## config.mk

```make
export PLATFORM = sky130hd
export DESIGN_NAME = uart_tx
export DESIGN_NICKNAME = d
export VERILOG_FILES = /design/src/rtl/uart_pkg.sv /design/src/rtl/uart_sync_fifo.sv /design/src/rtl/uart_tx.sv
export SDC_FILE = /design/constraint.sdc
export NUM_CORES = 1
export LEC_CHECK = 0
export CAP_MARGIN = 30
export CORE_MARGIN = 1.5
export CORE_UTILIZATION = 30
export DETAILED_ROUTE_END_ITERATION = 8
export DONT_BUFFER_PORTS = 1
export GPL_TIMING_DRIVEN = 0
export RECOVER_POWER = 50
export SYNTH_ARGS = -nofsm -noshare
export SYNTH_HDL_FRONTEND = slang
export SYNTH_SLANG_ARGS = --single-unit
export TNS_END_PERCENT = 100
```

## constraint.sdc

```tcl
create_clock -name i_clk -period 2.7 [get_ports i_clk]
set_clock_uncertainty 0.1 [all_clocks]
set_input_delay 0.405 -clock i_clk [delete_from_list [all_inputs] [get_ports i_clk]]
set_output_delay 0.405 -clock i_clk [all_outputs]
set_load 0.01 [all_outputs]
```

## src/rtl/uart_pkg.sv

```systemverilog
// rtl/uart_pkg.sv - shared UART types, constants and baud helper
package uart_pkg;

    typedef enum logic [2:0] {IDLE, START, DATA, PARITY, STOP} tx_state_t;

    localparam int DATA_BITS = 8;

    function automatic int baud_tick(input int clk_freq, input int baud_rate);
        return clk_freq / baud_rate;
    endfunction

endpackage

```

## src/rtl/uart_sync_fifo.sv

```systemverilog
// rtl/uart_sync_fifo.sv - synchronous show-ahead FIFO, head word visible on o_dout when not empty
module uart_sync_fifo #(
    parameter int WIDTH = 8,
    parameter int DEPTH = 4
) (
    input  logic             i_clk,
    input  logic             i_rst,
    input  logic             i_push,
    input  logic [WIDTH-1:0] i_din,
    input  logic             i_pop,
    output logic [WIDTH-1:0] o_dout,
    output logic             o_full,
    output logic             o_empty
);

    localparam int AW = $clog2(DEPTH);

    // Extra MSB on each pointer separates full from empty when the indices match.
    logic [AW:0]      r_wr_ptr;
    logic [AW:0]      r_rd_ptr;
    logic [WIDTH-1:0] r_mem [DEPTH];
    logic             w_do_push;
    logic             w_do_pop;

    assign o_empty   = (r_wr_ptr == r_rd_ptr);
    assign o_full    = (r_wr_ptr[AW] != r_rd_ptr[AW]) && (r_wr_ptr[AW-1:0] == r_rd_ptr[AW-1:0]);
    assign w_do_push = i_push & ~o_full;
    assign w_do_pop  = i_pop & ~o_empty;
    assign o_dout    = r_mem[r_rd_ptr[AW-1:0]];

    always_ff @(posedge i_clk) begin
        if (i_rst) begin
            r_wr_ptr <= '0;
            r_rd_ptr <= '0;
        end else begin
            if (w_do_push) r_wr_ptr <= r_wr_ptr + 1'b1;
            if (w_do_pop)  r_rd_ptr <= r_rd_ptr + 1'b1;
        end
    end

    always_ff @(posedge i_clk) begin
        if (w_do_push) r_mem[r_wr_ptr[AW-1:0]] <= i_din;
    end

endmodule

```

## src/rtl/uart_tx.sv

```systemverilog
// rtl/uart_tx.sv - buffered 8N1 UART transmitter; define UART_TX_PARITY_EN for 8O1 framing
module uart_tx
    import uart_pkg::*;
#(
    parameter int CLK_FREQ   = 50_000_000,
    parameter int BAUD_RATE  = 115200,
    parameter int FIFO_DEPTH = 4,
    parameter int STOP_BITS  = 1
) (
    input  logic       i_clk,
    input  logic       i_rst,
    input  logic [7:0] i_data,
    input  logic       i_valid,
    output logic       o_ready,
    output logic       o_tx,
    output logic       o_busy
);

    localparam int             BAUD_TICK = baud_tick(CLK_FREQ, BAUD_RATE);
    localparam int             BCW       = $clog2(BAUD_TICK) + 1;
    localparam logic [BCW-1:0] BAUD_LAST = BCW'(BAUD_TICK - 1);
    localparam logic [2:0]     DATA_LAST = 3'(DATA_BITS - 1);
    localparam logic [2:0]     STOP_LAST = 3'(STOP_BITS - 1);

    tx_state_t      r_state, w_state_nxt;
    logic [BCW-1:0] r_baud_cnt, w_baud_nxt;
    logic [2:0]     r_bit_cnt, w_bit_nxt;
    logic [7:0]     r_shift, w_shift_nxt;
    logic           r_tx, w_tx_nxt;
    logic           w_baud_done;
    logic           w_pop;
    logic           w_push;
    logic           w_full;
    logic           w_empty;
    logic [7:0]     w_fifo_dout;

    assign o_ready     = ~w_full;
    assign w_push      = i_valid & o_ready;
    assign o_tx        = r_tx;
    assign o_busy      = (r_state != IDLE) | ~w_empty;
    assign w_baud_done = (r_baud_cnt == BAUD_LAST);

    uart_sync_fifo #(
        .WIDTH (8),
        .DEPTH (FIFO_DEPTH)
    ) u_fifo (
        .i_clk   (i_clk),
        .i_rst   (i_rst),
        .i_push  (w_push),
        .i_din   (i_data),
        .i_pop   (w_pop),
        .o_dout  (w_fifo_dout),
        .o_full  (w_full),
        .o_empty (w_empty)
    );

`ifdef UART_TX_PARITY_EN
    logic r_parity;

    always_ff @(posedge i_clk) begin
        if (i_rst)      r_parity <= 1'b0;
        else if (w_pop) r_parity <= ~^w_fifo_dout;
    end
`endif

    // The line level is registered from the current state, so tx trails the state by one clock.
    always_comb begin
        w_state_nxt = r_state;
        w_baud_nxt  = r_baud_cnt;
        w_bit_nxt   = r_bit_cnt;
        w_shift_nxt = r_shift;
        w_tx_nxt    = 1'b1;
        w_pop       = 1'b0;
        case (r_state)
            IDLE: begin
                if (!w_empty) begin
                    w_pop       = 1'b1;
                    w_shift_nxt = w_fifo_dout;
                    w_baud_nxt  = '0;
                    w_bit_nxt   = '0;
                    w_state_nxt = START;
                end
            end
            START: begin
                w_tx_nxt = 1'b0;
                if (w_baud_done) begin
                    w_baud_nxt  = '0;
                    w_state_nxt = DATA;
                end else begin
                    w_baud_nxt = r_baud_cnt + 1'b1;
                end
            end
            DATA: begin
                w_tx_nxt = r_shift[0];
                if (w_baud_done) begin
                    w_baud_nxt  = '0;
                    w_shift_nxt = {1'b0, r_shift[7:1]};
                    if (r_bit_cnt == DATA_LAST) begin
                        w_bit_nxt = '0;
`ifdef UART_TX_PARITY_EN
                        w_state_nxt = PARITY;
`else
                        w_state_nxt = STOP;
`endif
                    end else begin
                        w_bit_nxt = r_bit_cnt + 1'b1;
                    end
                end else begin
                    w_baud_nxt = r_baud_cnt + 1'b1;
                end
            end
`ifdef UART_TX_PARITY_EN
            PARITY: begin
                w_tx_nxt = r_parity;
                if (w_baud_done) begin
                    w_baud_nxt  = '0;
                    w_state_nxt = STOP;
                end else begin
                    w_baud_nxt = r_baud_cnt + 1'b1;
                end
            end
`endif
            STOP: begin
                w_tx_nxt = 1'b1;
                if (w_baud_done) begin
                    w_baud_nxt = '0;
                    if (r_bit_cnt == STOP_LAST) begin
                        w_bit_nxt = '0;
                        if (!w_empty) begin
                            w_pop       = 1'b1;
                            w_shift_nxt = w_fifo_dout;
                            w_state_nxt = START;
                        end else begin
                            w_state_nxt = IDLE;
                        end
                    end else begin
                        w_bit_nxt = r_bit_cnt + 1'b1;
                    end
                end else begin
                    w_baud_nxt = r_baud_cnt + 1'b1;
                end
            end
            default: w_state_nxt = IDLE;
        endcase
    end

    always_ff @(posedge i_clk) begin
        if (i_rst) begin
            r_state    <= IDLE;
            r_baud_cnt <= '0;
            r_bit_cnt  <= '0;
            r_shift    <= '0;
            r_tx       <= 1'b1;
        end else begin
            r_state    <= w_state_nxt;
            r_baud_cnt <= w_baud_nxt;
            r_bit_cnt  <= w_bit_nxt;
            r_shift    <= w_shift_nxt;
            r_tx       <= w_tx_nxt;
        end
    end

endmodule

```

==> impl_metrics.ini <==
[worst_setup_path]
regToRegStartpoint = r_state[1]
required_ns = 2.84
crit_type = flip-flop to flip-flop
r2r_slack_ns = 0.41
ff2ff_path_depth = 6
cp-end-kind = flip-flop
cp-start-kind = flip-flop
arrival_ns = 2.43
path_max_fanout = 10
timing.rr.end = r_baud_cnt[6]

[cts]
cts_resized = 0
cts_tree = built
clkTransAtPathRegs_ns = 0.08
cts_buffers = 9
clk_latency_ns = 0.35
root_buffer = clkbuf_8
cts_setup_buffers = 0
clockBufferDepth = 2
htreeDepth = 3
hold_buffers = 0
cts_sinks = 65

[global_route]
grt_usage_pct = 11.39
grt_pass1_wl_mm = 9.418
antenna_found_initial = 0
grt_max_degree = 12
globalRouteOverflowTotal = 0
grt_pass1_vias = 1930

[power]
pwr-share-seq_pct = 39.9
power.density_nw_per_um2 = 916.6
p_leak_nw = 1.222
switching_share_pct = 34.48
power_frac_clock_pct = 27.1
vdd_drop_max_v = 0.0004303
cellInternalPower_mw = 2.053
switching_power_mw = 1.080
combPwrFrac_pct = 33.0

[yosys]
yosysSeqAreaShare_pct = 53.22
synth-simple-area-share_pct = 14.58
yosysTopAreaCell = edfxtp_1
ys_ff_latch = 65
yosysWarnings = 0
yosysTopAreaCellShare_pct = 31.54
synth_xor_area_share_pct = 3.737
synth_edf_count = 32
synthFlopType = dfxtp_1
synth_top_family_by_area = simple AND/OR/NAND/NOR gates
muxShareOfSynthArea_pct = 9.528
avgSynthCellArea_sq_um = 11.99
yosys-top-cells-area = edfxtp_1 32%, dfxtp_1 22%, mux4_2 5.9%, ha_1 4.1%, mux2i_1 3.6%
synth_compound_area_share_pct = 11.42
syn_inst = 254
synth_fa_ha_area_share_pct = 4.107
syn_nets = 275
netlist_area_sq_um = 3047
synthArstFlopShare_pct = 0
synthDistinctLibCells = 50

[sta]
slew-limit-headroom_pct = 55.29
min_period_over_period_pct = 84.75
slew_viol_final = 0
setup_viol = 0
rsz0062_at_grt = no
hold_viol_final = 0
max_freq_ghz = 0.4370
finalSetupTns_ns = 0
worst_slew_pin_slew_ns = 0.6667
layout_min_cycle_time_ns = 2.288

[detailed_routing]
drt_iter0_drc = 122
drtPass1Iterations = 4
viasPerCell = 4.829
drc = 0
vias = 1946
drt-total-wl_mm = 5.670
ant_nets = 0
routedWlPerCell_microns = 14.07

[cells_and_area]
syn_to_final_growth_pct = 12.20
fin_area_sq_um = 3418
diodes = 0
layout-drive-gt1-share_pct = 14.44
most-common-layout-cells = 33 x dfxtp_1, 32 x edfxtp_1, 24 x nor2_1, 11 x mux2i_1, 11 x clkbuf_8
final_nets = 286
final_common_cell = dfxtp_1

[run]
maxCapViolations = 0

[placed_design]
hpwl_mm = 3.988
numPortBuffers = 0
gp_congestion = 0.8184
post_dp_cell_area_sq_um = 3213

[worst_hold_path]
min_from = i_data[0]
hp-class = input port to flip-flop
min_to = u_fifo.r_mem[0][0]
whs_path_depth = 0

[floorplanning]
start_util_pct = 31.03
core_area_sq_um = 9819
ios = 14
dieArea_sq_um = 10770
die_h_microns = 103.8
num_rows = 36
die_x_microns = 103.8

[status]
status = finished clean
[cell usage after synthesis (2+ instances only)]
cell type,instances
mux4_2,8
a21oi_1,9
nor3b_1,2
nand2_1,9
xnor2_1,7
edfxtp_1,32
nor4_1,3
nor3_1,7
and3_1,6
a211oi_2,2
o31ai_1,2
mux2i_1,11
nand4_1,3
buf_6,3
nand2b_1,5
clkbuf_1,5
o21ai_0,10
xor2_1,6
a211oi_1,5
ha_1,10
dfxtp_1,33
buf_2,2
a2111oi_1,2
nor2b_1,3
inv_1,9
nor2_1,24
and2_1,5
nand3_1,9
[flip-flops by register name (all words and copies together) (netlist names), named ones only]
name and flops:
u_fifo.r_wr_ptr 3, r_bit_cnt 3, r_baud_cnt 10, u_fifo.r_mem 32
u_fifo.r_rd_ptr 3, o_tx 1, r_state 3, r_shift 8
[final cells by class]
cell class | count | area, sq um
Clock buffer | 12 | 155.1
Clock inverter | 4 | 51.30
Multi-Input combinational cell | 169 | 1321
Tap cell | 133 | 166.4
Sequential cell | 65 | 1622
Inverter | 9 | 33.78
Buffer | 11 | 68.82
Fill cell | 995 | 6401
[routing by layer]
layer  vias to the layer above  global-route usage (%)  part of all wire, %
met3                        10                   3.587                  4.5
met1                       919                   13.69                   45
li1                        972                       -                    -
met4                         0                   5.853                  1.9
met5                         -                       0                    0
met2                        45                   18.33                   49
[worst max-delay path: stages (launching register included)]
cell and delay, ns:
dfxtp_1 0.36, clkbuf_1 0.27, nor3_1 0.35, nand4_1 0.41, and3_1 0.30, xnor2_1 0.14
a2111oi_2 0.26
[power by group through the flow]
stage / Sequential (mW) / Clock (mW) / Combinational, mW
2_1_floorplan: 1.25 / 0 / 0.838
3_3_place_gp: 1.27 / 0 / 1.02
3_5_place_dp: 1.27 / 0 / 1.03
4_1_cts: 1.25 / 0.871 / 1.04
5_1_grt: 1.26 / 0.911 / 1.14
6_report: 1.25 / 0.849 / 1.03
[per-stage QoR]
step	power (mW)	std cells	hold WS (ns)	setup WS (ns)	utilization [%]
2_1_floorplan	2.087	254	0.3317	0.8092	-
3_3_place_gp	2.290	387	0.3466	0.5504	32.72
6_report	3.133	403	0.04204	0.4116	34.81
4_1_cts	3.160	403	0.02482	0.5136	34.82
3_5_place_dp	2.305	387	0.3548	0.5397	32.72
5_1_grt	3.318	403	0.02047	0.1684	34.81
[worst max-delay path by stage]
stage             startpoint                 end  cells past startpoint  slack [ns]
6_report          r_state[1]       r_baud_cnt[6]                      6        0.41
5_1_grt           r_state[1]       r_baud_cnt[7]                      6        0.17
4_1_cts        r_baud_cnt[0]          r_shift[7]                      7        0.51
3_5_place_dp   r_baud_cnt[0]          r_shift[7]                      7        0.54
3_3_place_gp   r_baud_cnt[0]          r_shift[6]                      7        0.55
2_1_floorplan  r_baud_cnt[0]  u_fifo.r_rd_ptr[2]                      7        0.81
[kinds of logic after synthesis]
| group | after synthesis |
|---|---|
| AOI/OAI and AO/OA | 44 |
| buffers and inverters | 20 |
| adders and majority gates | 10 |
| and+or+nand+nor | 83 |
| DFF | 65 |
| xor gates and xnor gates | 13 |
| muxes | 19 |
Power figures use the tool's default switching activity.
